--- config.mk ---
export PLATFORM = sky130hd
export DESIGN_NAME = regfile_initiator
export DESIGN_NICKNAME = d
export VERILOG_FILES = /design/src/rtl/regfile_pkg.sv /design/src/rtl/regfile_burst_ctr.sv /design/src/rtl/regfile_initiator.sv
export SDC_FILE = /design/constraint.sdc
export NUM_CORES = 1
export LEC_CHECK = 0
export CAP_MARGIN = 5
export CELL_PAD_IN_SITES_DETAIL_PLACEMENT = 1
export CELL_PAD_IN_SITES_GLOBAL_PLACEMENT = 2
export CORE_ASPECT_RATIO = 1.25
export CORE_MARGIN = 2
export CORE_UTILIZATION = 14
export CTS_CLUSTER_SIZE = 12
export DETAILED_ROUTE_END_ITERATION = 10
export GPL_TIMING_DRIVEN = 0
export PLACE_DENSITY_LB_ADDON = 0.1
export SYNTH_ARGS = -nofsm -noshare
export SYNTH_HDL_FRONTEND = slang
export SYNTH_SLANG_ARGS = --single-unit
--- constraint.sdc ---
create_clock -name clk -period 2.4 [get_ports clk]
set_input_delay 0.48 -clock clk [delete_from_list [all_inputs] [get_ports clk]]
set_output_delay 0.48 -clock clk [all_outputs]
set_load 0.05 [all_outputs]
--- src/rtl/regfile_pkg.sv ---
// Shared types and defaults for the register-file bus initiator.
package regfile_pkg;

   localparam int DEF_WIDTH = 20;
   localparam int DEF_DEPTH = 16;
   localparam int DEF_ADDR  = 4;
   localparam int DEF_LEN_W = 4;

   typedef enum logic [1:0] {
      IDLE  = 2'd0,
      WRITE = 2'd1,
      READ  = 2'd2
   } rfi_state_t;

   // Addresses at or beyond the register count are refused at the register file.
   function automatic logic isBadAddr(input int unsigned addr, input int unsigned depth);
      return addr >= depth;
   endfunction

endpackage

--- src/rtl/regfile_burst_ctr.sv ---
// Burst address/beat counter: loads a start address and length, then steps one beat per advance.
module regfile_burst_ctr
   import regfile_pkg::*;
#(
   parameter int DEPTH = DEF_DEPTH,
   parameter int ADDR  = DEF_ADDR,
   parameter int LEN_W = DEF_LEN_W
) (
   input  logic             i_clk,
   input  logic             i_rst,
   input  logic             i_load,
   input  logic [ADDR-1:0]  i_addr,
   input  logic [LEN_W-1:0] i_len,
   input  logic             i_advance,
   output logic [ADDR-1:0]  o_addr,
   output logic             o_last
);

   localparam logic [ADDR-1:0] LAST_ADDR = ADDR'(DEPTH - 1);

   logic [ADDR-1:0]  r_addr;
   logic [LEN_W-1:0] r_beats;

   // Address wraps at the register count, not at the address-field width.
   always_ff @(posedge i_clk) begin
      if (i_rst) begin
         r_addr  <= '0;
         r_beats <= '0;
      end else if (i_load) begin
         r_addr  <= i_addr;
         r_beats <= i_len;
      end else if (i_advance) begin
         r_addr  <= (r_addr == LAST_ADDR) ? '0 : r_addr + 1'b1;
         r_beats <= r_beats - 1'b1;
      end
   end

   assign o_addr = r_addr;
   assign o_last = (r_beats == '0);

endmodule

--- src/rtl/regfile_initiator.sv ---
// Bus initiator expanding burst commands into single-beat register-file writes and reads.
module regfile_initiator
   import regfile_pkg::*;
#(
   parameter int WIDTH = DEF_WIDTH,
   parameter int DEPTH = DEF_DEPTH,
   parameter int ADDR  = DEF_ADDR,
   parameter int LEN_W = DEF_LEN_W
) (
   input  logic             clk,
   input  logic             rst,
   input  logic             cmd_valid,
   output logic             cmd_ready,
   input  logic             cmd_write,
   input  logic [ADDR-1:0]  cmd_addr,
   input  logic [LEN_W-1:0] cmd_len,
   output logic             cmd_err,
   input  logic             wr_valid,
   output logic             wr_ready,
   input  logic [WIDTH-1:0] wr_data,
   output logic             rsp_valid,
   input  logic             rsp_ready,
   output logic [WIDTH-1:0] rsp_data,
   output logic             rsp_last,
   output logic             busy,
   output logic             WrEn,
   output logic             RdEn,
   output logic [ADDR-1:0]  Address,
   output logic [WIDTH-1:0] WrData,
   input  logic [WIDTH-1:0] RdData
);

   rfi_state_t r_state;
   rfi_state_t w_nextState;

   logic r_bad;
   logic r_badQ;
   logic r_rspValid;
   logic r_rspLast;
   logic r_cmdErr;

   logic            w_accept;
   logic            w_cmdBad;
   logic            w_wrBeat;
   logic            w_issue;
   logic            w_advance;
   logic            w_last;
   logic [ADDR-1:0] w_addr;

   assign cmd_ready = (r_state == IDLE) & ~rst;
   assign w_accept  = cmd_valid & cmd_ready;
   assign w_cmdBad  = isBadAddr(32'(cmd_addr), DEPTH);

   assign wr_ready  = (r_state == WRITE);
   assign w_wrBeat  = wr_ready & wr_valid;
   // A read beat may only be issued when the response slot is free or being emptied.
   assign w_issue   = (r_state == READ) & (~r_rspValid | rsp_ready);
   assign w_advance = w_wrBeat | w_issue;

   assign WrEn    = w_wrBeat & ~r_bad & ~rst;
   assign RdEn    = w_issue & ~r_bad & ~rst;
   assign Address = w_addr;
   assign WrData  = wr_data;

   assign rsp_valid = r_rspValid;
   assign rsp_last  = r_rspLast;
   assign rsp_data  = r_badQ ? '0 : RdData;
   assign cmd_err   = r_cmdErr;
   assign busy      = (r_state != IDLE);

   regfile_burst_ctr #(
      .DEPTH (DEPTH),
      .ADDR  (ADDR),
      .LEN_W (LEN_W)
   ) u_ctr (
      .i_clk     (clk),
      .i_rst     (rst),
      .i_load    (w_accept),
      .i_addr    (cmd_addr),
      .i_len     (cmd_len),
      .i_advance (w_advance),
      .o_addr    (w_addr),
      .o_last    (w_last)
   );

   // State register plus the per-command bad-address flag and its error pulse.
   always_ff @(posedge clk) begin
      if (rst) begin
         r_state  <= IDLE;
         r_bad    <= 1'b0;
         r_cmdErr <= 1'b0;
      end else begin
         r_state  <= w_nextState;
         r_cmdErr <= w_accept & w_cmdBad;
         if (w_accept) begin
            r_bad <= w_cmdBad;
         end
      end
   end

   // The final beat returns to IDLE on the same edge that consumes or issues it.
   always_comb begin
      w_nextState = r_state;
      case (r_state)
         IDLE: begin
            if (w_accept) begin
               w_nextState = cmd_write ? WRITE : READ;
            end
         end
         WRITE: begin
            if (w_wrBeat && w_last) begin
               w_nextState = IDLE;
            end
         end
         READ: begin
            if (w_issue && w_last) begin
               w_nextState = IDLE;
            end
         end
         default: w_nextState = IDLE;
      endcase
   end

   // One-entry response slot; RdData stays put between strobes so only control is registered.
   always_ff @(posedge clk) begin
      if (rst) begin
         r_rspValid <= 1'b0;
         r_rspLast  <= 1'b0;
         r_badQ     <= 1'b0;
      end else if (w_issue) begin
         r_rspValid <= 1'b1;
         r_rspLast  <= w_last;
         r_badQ     <= r_bad;
      end else if (rsp_ready) begin
         r_rspValid <= 1'b0;
         r_rspLast  <= 1'b0;
      end
   end

endmodule

==> results of run 1 <==
cells in the mapped netlist, drive strengths merged (2+ instances only):
library cell,number
a211oi,2
a21oi,4
a22o,2
a311oi,4
a31oi,2
buf,42
dfxtp,12
ha,2
inv,4
nand2,10
nand2b,2
nor2,9
nor2b,4
nor3,4
nor4,2
o21ai,5
or3,3
per-stage QoR:
stage	hold WS (ns)	setup slack [ns]
after detailed placement	0.5259	-0.4831
after floorplan	0.4932	0.1489
after global routing	0.5964	0.001598
after global placement	0.5231	-0.4745
after CTS	0.5370	0.01515
final	0.5435	0.07736
path summary, 6_finish.rpt:
path,from,end,slack [ns],depth (start not counted)
worst max-delay path,rst,WrEn,0.08,4
worst min-delay path,u_ctr.r_beats[2],u_ctr.r_beats[2],0.54,2
worst max register to register,r_state[0],u_ctr.o_addr[3],0.73,4
worst min register to register,u_ctr.r_beats[2],u_ctr.r_beats[2],0.54,2
per-layer routing:
layer / up-vias / global-route usage / share of wire
met5: - / 0 / 0
met4: 0 / 0.03581 / 0.012
met3: 2 / 0.02495 / 0.079
met2: 55 / 0.1635 / 0.55
met1: 476 / 0.09414 / 0.36
li1: 526 / - / -
final cells by class:
cell class | instances | area (sq um) | share of cell area
multi-input cells | 67 | 421.7 | 0.2344
clock buffers | 4 | 55.05 | 0.03060
plain buffers | 43 | 320.3 | 0.1780
repair buffers | 64 | 634.4 | 0.3526
well taps | 90 | 112.6 | 0.06259
flip-flops and latches | 12 | 240.2 | 0.1335
inverters | 4 | 15.01 | 0.008345
where the power goes:
part	switching, mW	internal, mW	leakage (nW)
Combinational	0.286	0.192	0.606
Clock	0.0812	0.145	0.0288
Sequential	0.0234	0.222	0.0988
cell usage in the layout (no fill, tap or decap), types with 2 or more instances in the layout:
master            n
clkdlybuf4s50_1  61
buf_4            42
dfxtp_1          12
nor2_1            9
nand2_1           9
o21ai_0           5
inv_1             4
nor2b_1           4
a21oi_1           4
a311oi_1          4
clkbuf_8          4
nor3_1            3
or3_1             3
a22o_1            2
a31oi_1           2
nor4_1            2
a211oi_1          2
ha_1              2
registers in the layout (all words and copies together) (netlist names):
name / cells
rsp_valid: 1
u_ctr.r_beats: 4
u_ctr.o_addr: 4
r_state: 2
rsp_last: 1
cells by family after synthesis:
logic type                 after synthesis  share of synthesized area
buffers and inverters                   47                     0.3354
and+or+nand+nor                         40                     0.2161
AOI/OAI and AO/OA                       22                     0.1595
DFF                                     12                     0.2412
adders and majority gates                2                    0.02512
other                                    1                   0.003765
xor gates and xnor gates                 1                   0.008796
muxes                                    1                    0.01005
what timing repair did:
item / in CTS / in global routing
setup buffers: 0 / 0
resized for setup: 10 / 3
setup endpoints to repair: 3 / 2
tightest hold or removal path, delay by kind of cell (launching register included):
family             cells  cell delay, ns
DFF                    1            0.33
AOI/OAI and AO/OA      2            0.17
==> impl_metrics.tcl, run 1 <==
set metrics [dict create \
    status "finished, final reports clean" \
    placed_cells 280 \
    clockBufferDepth 2 \
    cp.required_ns 1.92 \
    wl_per_cell_um 11.81 \
    clock-root-buffer "clkbuf_8" \
    clk-insertion-delay-late_ns 0.24 \
    crit_chain "clkdlybuf4s50_1 > clkbuf_2 > nor3_1 > clkdlybuf4s18_2" \
    worst_pin_slew_ns 0.6335 \
    antenna_cells 0 \
    hold_class "reg -> reg" \
    synth_seq_cells 12 \
    dr.pass1.iters 4 \
    critPathKind "in -> out" \
    grt_pass1_wl_um 5589 \
    vias_per_cell 3.729 \
    netlist_instances 126 \
    ir_drop_v 0.0001564 \
    crit_path_end_kind "output pin" \
    path_max_fanout 10 \
    via_count 1059 \
    cts_buffers 3 \
    ioPinCount 106 \
    dp_hpwl_um 2871 \
    fin_nets 251 \
    setup_viol 0 \
    postRouteAntennaNets 0 \
    finalCriticalPeriod_ns 2.323 \
    grt-ovfl-total 0 \
    place_congestion 0.6597 \
    grt_max_degree 11 \
    yosysSeqAreaShare 0.2412 \
    synth_nets 182 \
    dr.first_iter.drc_count 35 \
    fin_crit_sh 0.9678 \
    cpMaxStageDelayCell "clkdlybuf4s50_1" \
    totalWireLength_um 3355 \
    cp_num_buf_inv 3 \
    clock-sinks 12 \
    synth_top_flop_cell "dfxtp_1" \
    grt_pass1_vias 1168 \
    cts_tree "yes" \
    critical_path.max_stage_delay_ns 0.51 \
    ys_warn_count 0 \
    instances_no_fill 284 \
    finClkSkew_ns 0.0004464 \
    synth_top_area_cell "buf_4" \
    area_delta_synth_final_pct 80.65 \
    clk_pin_slew_ns 0.06 \
    hold_viol 0 \
    nFillCells 831 \
    hold_buffers 0 \
    powerDensity_nw_per_um2 527.6 \
    drv_cap 0 \
    drc 0 \
    fin_tns_setup_ns 0 \
    rsz0062_at_grt "no" \
    core_sq_um 6934 \
    synth_edf_count 0 \
    fp.dieH_um 98.30 \
    dieArea_sq_um 7809 \
    cp_top_family "buffers and inverters" \
    synthesis.area_sq_um 996.0 \
    start_util 0.1436 \
    antenna_found_initial 0 \
    die_width_um 79.44 \
    relSlewSlack 0.5777 \
    htree_levels 1 \
    fin_util 0.2595 \
    grt_use_total 0.08932 \
    synth_area_per_cell_sq_um 7.904 \
    power.total_uw 949.3 \
    fin_area_sq_um 1799 \
    synth_top_area_frac 0.3166 \
    portBuffers 64 \
    arrival_ns 1.84 \
    start_kind "input pin" \
    synth.distinct_cells 33 \
    synth.area.top_cells "buf_4 32%, dfxtp_1 24%, a311oi_1 3.5%" \
    place_area_sq_um 1749 \
    drive_gt1_frac 0.2784 \
    clock.fmax_mhz 430.5 \
    async_flop_share 0 \
    rows 34 \
    maxSlewViolCount 0 \
    p_leak_nw 0.7333 \
]
Power figures use the tool's default switching activity.
==> run 2, diff against run 1 <==
SYNTH_HIERARCHICAL = 1   (was default)
==> run 2 against run 1 <==
Effect of this change:
- register-to-register slack is essentially flat
- synthesized area grew 0.38%
- synthesized cell count shrank 0.79%
==> impl_metrics.tcl, run 2 <==
set metrics [dict create \
    status "finished, final reports clean" \
    synth.area.top_cells "buf_4 31%, dfxtp_1 24%, a21oi_1 4.5%" \
    hold_class "reg -> reg" \
    dp_hpwl_um 2739 \
    synth_top_area_frac 0.3079 \
    cp.required_ns 1.92 \
    cts_buffers 3 \
    htree_levels 1 \
    via_count 1017 \
    netlist_instances 125 \
    relSlewSlack 0.6539 \
    crit_path_end_kind "output pin" \
    finClkSkew_ns 0.007779 \
    hold_buffers 0 \
    rsz0062_at_grt "no" \
    synth_top_area_cell "buf_4" \
    rows 34 \
    synthesis.area_sq_um 999.7 \
    fin_ws_ns 0.1183 \
    pwr-share-seq 0.279 \
    powerDensity_nw_per_um2 494.8 \
    hold_viol 0 \
    grt_pass1_wl_um 5023 \
    grt-ovfl-total 0 \
    crit_chain "clkdlybuf4s50_1 > nor3_2 > dlygate4sd2_1" \
    synth.most_common_cell "buf_4" \
    drc 0 \
    synth_seq_cells 12 \
    ys_warn_count 6 \
    fin_util 0.2584 \
    clock-sinks 12 \
    synth_nets 181 \
    drv_cap 0 \
    critPathKind "in -> out" \
    path_max_fanout 8 \
    async_flop_share 0 \
    ys_top_cells_by_count "41 x buf_4, 12 x dfxtp_1, 12 x nand2_1" \
    timing.rr.end "u_ctr/o_addr[1]" \
    ioPinCount 106 \
    placed_cells 279 \
    r2r_slack_ns 0.73 \
    critical_path.max_stage_delay_ns 0.57 \
    postRouteAntennaNets 0 \
    cts_tree "yes" \
    place_congestion 0.7025 \
    worst_pin_slew_ns 0.5175 \
    start_util 0.1442 \
    grt_max_degree 11 \
    cpMaxStageDelayCell "clkdlybuf4s50_1" \
    pwr-share-clk 0.203 \
    startpoint "rst" \
    fin_nets 250 \
    switchingPower_uw 365.6 \
    power_frac_comb 0.518 \
    drive_gt1_frac 0.2969 \
    wl_per_cell_um 11.63 \
    p_sw_frac 0.4124 \
    setup_viol 0 \
    antenna_found_initial 0 \
    r2r_cells 7 \
    totalWireLength_um 3279 \
    pre_cts_ws_ns -0.2135 \
    instances_no_fill 282 \
    synth_edf_count 0 \
    core_sq_um 6934 \
    grt_pass1_vias 1030 \
    reg2reg_from "r_state[0]" \
    synth.distinct_cells 34 \
    p_leak_nw 0.7574 \
    final_cell_mix "61 x clkdlybuf4s50_1, 41 x buf_4, 12 x nand2_1, 12 x dfxtp_1, 9 x a21oi_1" \
    cts_setup_buffers 0 \
    antenna_cells 0 \
    p_int_uw 521.0 \
    grt_use_total 0.07973 \
    yosysSeqAreaShare 0.2403 \
    fin_crit_sh 0.9507 \
    dr.pass1.iters 4 \
    crit_end "cmd_ready" \
    fin_area_sq_um 1792 \
    clock-root-buffer "clkbuf_8" \
    maxSlewViolCount 0 \
    holdWs_ns 0.5324 \
    vias_per_cell 3.606 \
    dr.first_iter.drc_count 12 \
    die_width_um 79.58 \
    holdPathStages 2 \
    clk-insertion-delay-late_ns 0.24 \
    clockBufferDepth 2 \
    dieArea_sq_um 7837 \
    start_kind "input pin" \
    synth_top_flop_cell "dfxtp_1" \
    layout_commonest_cell "clkdlybuf4s50_1" \
    fin_tns_setup_ns 0 \
    synth_area_per_cell_sq_um 7.998 \
    finalCriticalPeriod_ns 2.282 \
    place_area_sq_um 1758 \
    fp.dieH_um 98.48 \
    power.total_uw 886.6 \
    area_delta_synth_final_pct 79.22 \
    clock.fmax_mhz 438.3 \
    clk_pin_slew_ns 0.05 \
    arrival_ns 1.80 \
    portBuffers 64 \
    ir_drop_v 0.0001821 \
]
## run 2: power by group through the flow
stage               logic [mW]  registers, mW  clock network, mW
global route             0.487          0.252              0.202
detailed placement       0.464          0.252                  0
CTS                      0.464          0.248              0.193
finish                   0.459          0.247              0.180
global placement         0.460          0.252                  0
floorplan                0.298          0.273                  0
## run 2: cell type report
class                           instances  area (sq um)
Buffer                                 45         326.6
Clock buffer                            3         41.29
Fill cell                             843          5142
Inverter                                5         18.77
Multi-Input combinational cell         63         419.2
Sequential cell                        12         240.2
Tap cell                               90         112.6
Timing Repair Buffer                   64         633.1
## run 2: cells by family after synthesis
logic type / share of synthesized area
adders and majority gates: 0.02503
and+or+nand+nor: 0.2315
buffers and inverters: 0.3454
other: 0.003751
AOI/OAI and AO/OA: 0.09887
DFF: 0.2403
muxes: 0.01126
xor gates and xnor gates: 0.04380
## run 2: routing by layer
metal / routed length [um] / global-route usage / share of wire / up-vias
li1: - / - / - / 504
met1: 1240 / 0.08901 / 0.38 / 466
met2: 1799 / 0.1480 / 0.55 / 45
met3: 227 / 0.02564 / 0.069 / 2
met4: 11 / 0.01194 / 0.0034 / 0
met5: 0 / 0 / 0 / -
## run 2: worst min-delay path by stage
stage | startpoint | end | slack, ns
floorplan | r_state[0] | r_state[1] | 0.53
global placement | rsp_valid | rsp_valid | 0.53
detailed placement | rsp_valid | rsp_valid | 0.54
CTS | rsp_valid | rsp_valid | 0.54
global route | rsp_valid | rsp_valid | 0.57
finish | rsp_valid | rsp_valid | 0.53
## run 2: timing repair
| item | CTS | global route |
|---|---|---|
| resized for setup | 3 | 3 |
| pin swaps | 0 | 0 |
| endpoints found under the setup margin | 3 | 1 |
| cloned | 0 | 0 |
## run 2: critical path: cells and delay by family
family                 cells  cell delay [ns]
buffers and inverters      2             1.13
and+or+nand+nor            1             0.19
==> run 3, diff against run 2 <==
ABC_AREA = 1   (was default)
==> run 3 against run 2 <==
Effect of this change:
- combinational power is 37% higher
- clock power is 28% higher
- non-clock buffer count is 2 lower
- worst setup slack better by 0.038 ns
- critical path depth is 1 higher
- final cell count is 9.2% higher
- sequential share of layout area is 0.37 points lower
- sequential power is 6% higher
- critical path type unchanged
- highest routed layer unchanged
==> impl_metrics.tcl, run 3 <==
set metrics [dict create \
    antenna_found_initial 0 \
    synthMuxAreaShare 0 \
    clock.fmax_mhz 445.7 \
    hold_viol 0 \
    grt_pass1_vias 1149 \
    rows 35 \
    ir_drop_v 0.0002907 \
    reg2reg_from "r_state[1]" \
    cts_tree "yes" \
    area_delta_synth_final_pct 77.90 \
    startpoint "rst" \
    via_count 1119 \
    ys_top_cells_by_count "41 x buf_4, 22 x nand2_1, 12 x dfxtp_1, 12 x inv_1, 10 x nand3_1" \
    netlist_instances 148 \
    postRouteAntennaNets 0 \
    synth.area.top_cells "buf_4 30%, dfxtp_1 23%, nand2_1 8.0%" \
    powerDensity_nw_per_um2 608.7 \
    multiInputGateArea_sq_um 409.1 \
    synthesis.area_sq_um 1036 \
    async_flop_share 0 \
    yosysSeqAreaShare 0.2319 \
    cts_buffers 3 \
    synth-simple-area-share 0.2379 \
    place_congestion 0.7528 \
    synth.most_common_cell "buf_4" \
    relSlewSlack 0.6514 \
    synth_top_area_frac 0.2971 \
    synth_seq_cells 12 \
    antenna_cells 0 \
    path_max_fanout 9 \
    r2r_slack_ns 0.85 \
    clock-root-buffer "clkbuf_8" \
    finalCriticalPeriod_ns 2.244 \
    fp.dieH_um 100.2 \
    cts_setup_buffers 0 \
    fin_crit_sh 0.9349 \
    synth.distinct_cells 24 \
    synth_xor_area_frac 0.01691 \
    seqCellArea_sq_um 240.2 \
    rsz0062_at_grt "no" \
    drv_cap 0 \
    finClkSkew_ns 0.003055 \
    start_util 0.1425 \
    wl_per_cell_um 11.49 \
    grt_max_degree 11 \
    synth_top_family_by_area "buffers and inverters" \
    nFillCells 896 \
    die_width_um 80.94 \
    critPathKind "in -> out" \
    fin_area_sq_um 1843 \
    dr.pass1.iters 2 \
    arrival_ns 1.76 \
    drive_gt1_frac 0.3056 \
    ioPinCount 106 \
    htree_levels 1 \
    dp_hpwl_um 3051 \
    hold_class "reg -> reg" \
    hold_buffers 0 \
    totalWireLength_um 3539 \
    clockBufferDepth 2 \
    start_kind "input pin" \
    final_cell_mix "61 x clkdlybuf4s50_1, 41 x buf_4, 22 x nand2_1, 12 x inv_1, 12 x dfxtp_1" \
    dieArea_sq_um 8108 \
    synth_nets 204 \
    layout_commonest_cell "clkdlybuf4s50_1" \
    synth_area_per_cell_sq_um 7.000 \
    drc 0 \
    holdWs_ns 0.4876 \
    crit_path_end_kind "output pin" \
    core_sq_um 7269 \
    synth_edf_count 0 \
    status "finished, final reports clean" \
    synth_top_flop_cell "dfxtp_1" \
    place_area_sq_um 1792 \
    clk-insertion-delay-late_ns 0.24 \
    vias_per_cell 3.633 \
    dr.first_iter.drc_count 5 \
    clk_pin_slew_ns 0.06 \
    grt_pass1_wl_um 5347 \
    synth_compound_area_frac 0.1075 \
    synth_top_area_cell "buf_4" \
    timing.rr.end "u_ctr/o_addr[3]" \
    p_leak_nw 0.8085 \
    fin_util 0.2535 \
    grt-ovfl-total 0 \
    grt_use_total 0.08343 \
    crit_end "RdEn" \
    cp.required_ns 1.92 \
    setup_viol 0 \
    clock-sinks 12 \
    r2r_cells 10 \
    synthAdderAreaFrac 0.02415 \
    maxSlewViolCount 0 \
    fin_nets 273 \
    portBuffers 64 \
    ys_warn_count 6 \
    worst_pin_slew_ns 0.5213 \
]
==> run 3: cell types whose count changed after synthesis, sizes merged, moves of 3 or more <==
cell,delta
inv,+12
nand2,+12
nor2,+6
nand3,+9
o21ai,+4
and2b,-3
a211oi,-3
a22oi,+3
==> run 3: logic make-up after synthesis <==
family                     count (synthesis)
buffers and inverters                     61
and+or+nand+nor                           51
AOI/OAI and AO/OA                         19
DFF                                       12
xor gates and xnor gates                   2
adders and majority gates                  2
other                                      1
==> run 3: area by class of cell <==
cell class | count | area share
buffer | 43 | 0.1758
clock buffer | 4 | 0.02987
inverter | 18 | 0.03666
multi-input combinational | 75 | 0.2220
sequential | 12 | 0.1303
tap | 92 | 0.06246
timing repair buffer | 64 | 0.3428
==> run 3: metal layers <==
metal | part of all wire | track usage | up-vias
li1 | - | - | 563
met3 | 0.078 | 0.02518 | 2
met1 | 0.36 | 0.08811 | 511
met2 | 0.56 | 0.1564 | 43
met5 | 0 | 0 | -
met4 | 0.0065 | 0.02347 | 0
==> run 3: how the worst min path moves through the flow <==
stage / slack [ns] / cells past startpoint / endpoint / start
final: 0.49 / 2 / rsp_last / rsp_last
after global routing: 0.52 / 2 / rsp_last / rsp_last
after CTS: 0.50 / 2 / rsp_last / rsp_last
after detailed placement: 0.48 / 2 / rsp_last / rsp_last
after global placement: 0.47 / 2 / rsp_last / rsp_last
after floorplan: 0.54 / 4 / u_ctr/r_beats[3] / u_ctr/r_beats[3]
==> run 3: through the flow <==
step	setup WS [ns]	total power, mW	std cells	setup TNS [ns]
floorplan	0.4969	0.7119	148	0
global placement	-0.2874	0.8994	304	-1.333
detailed placement	-0.2883	0.9092	304	-1.525
CTS	0.002980	1.146	308	0
global route	0.06256	1.200	308	0
finish	0.1563	1.122	308	0
==> run 3: critical path, cell delays in order <==
cell	delay, ns
clkdlybuf4s50_1	0.57
buf_6	0.22
nor2_1	0.11
clkdlybuf4s15_2	0.38
==> run 3: power breakdown <==
part / internal [mW] / switching [mW]
Sequential: 0.232 / 0.0307
Combinational: 0.232 / 0.398
Clock: 0.145 / 0.0844
==> run 3: timing repair <==
| action | CTS | global route |
|---|---|---|
| setup endpoints to repair | 3 | 6 |
| endpoints found under the hold margin | 0 | 0 |
| gates resized for setup | 7 | 3 |
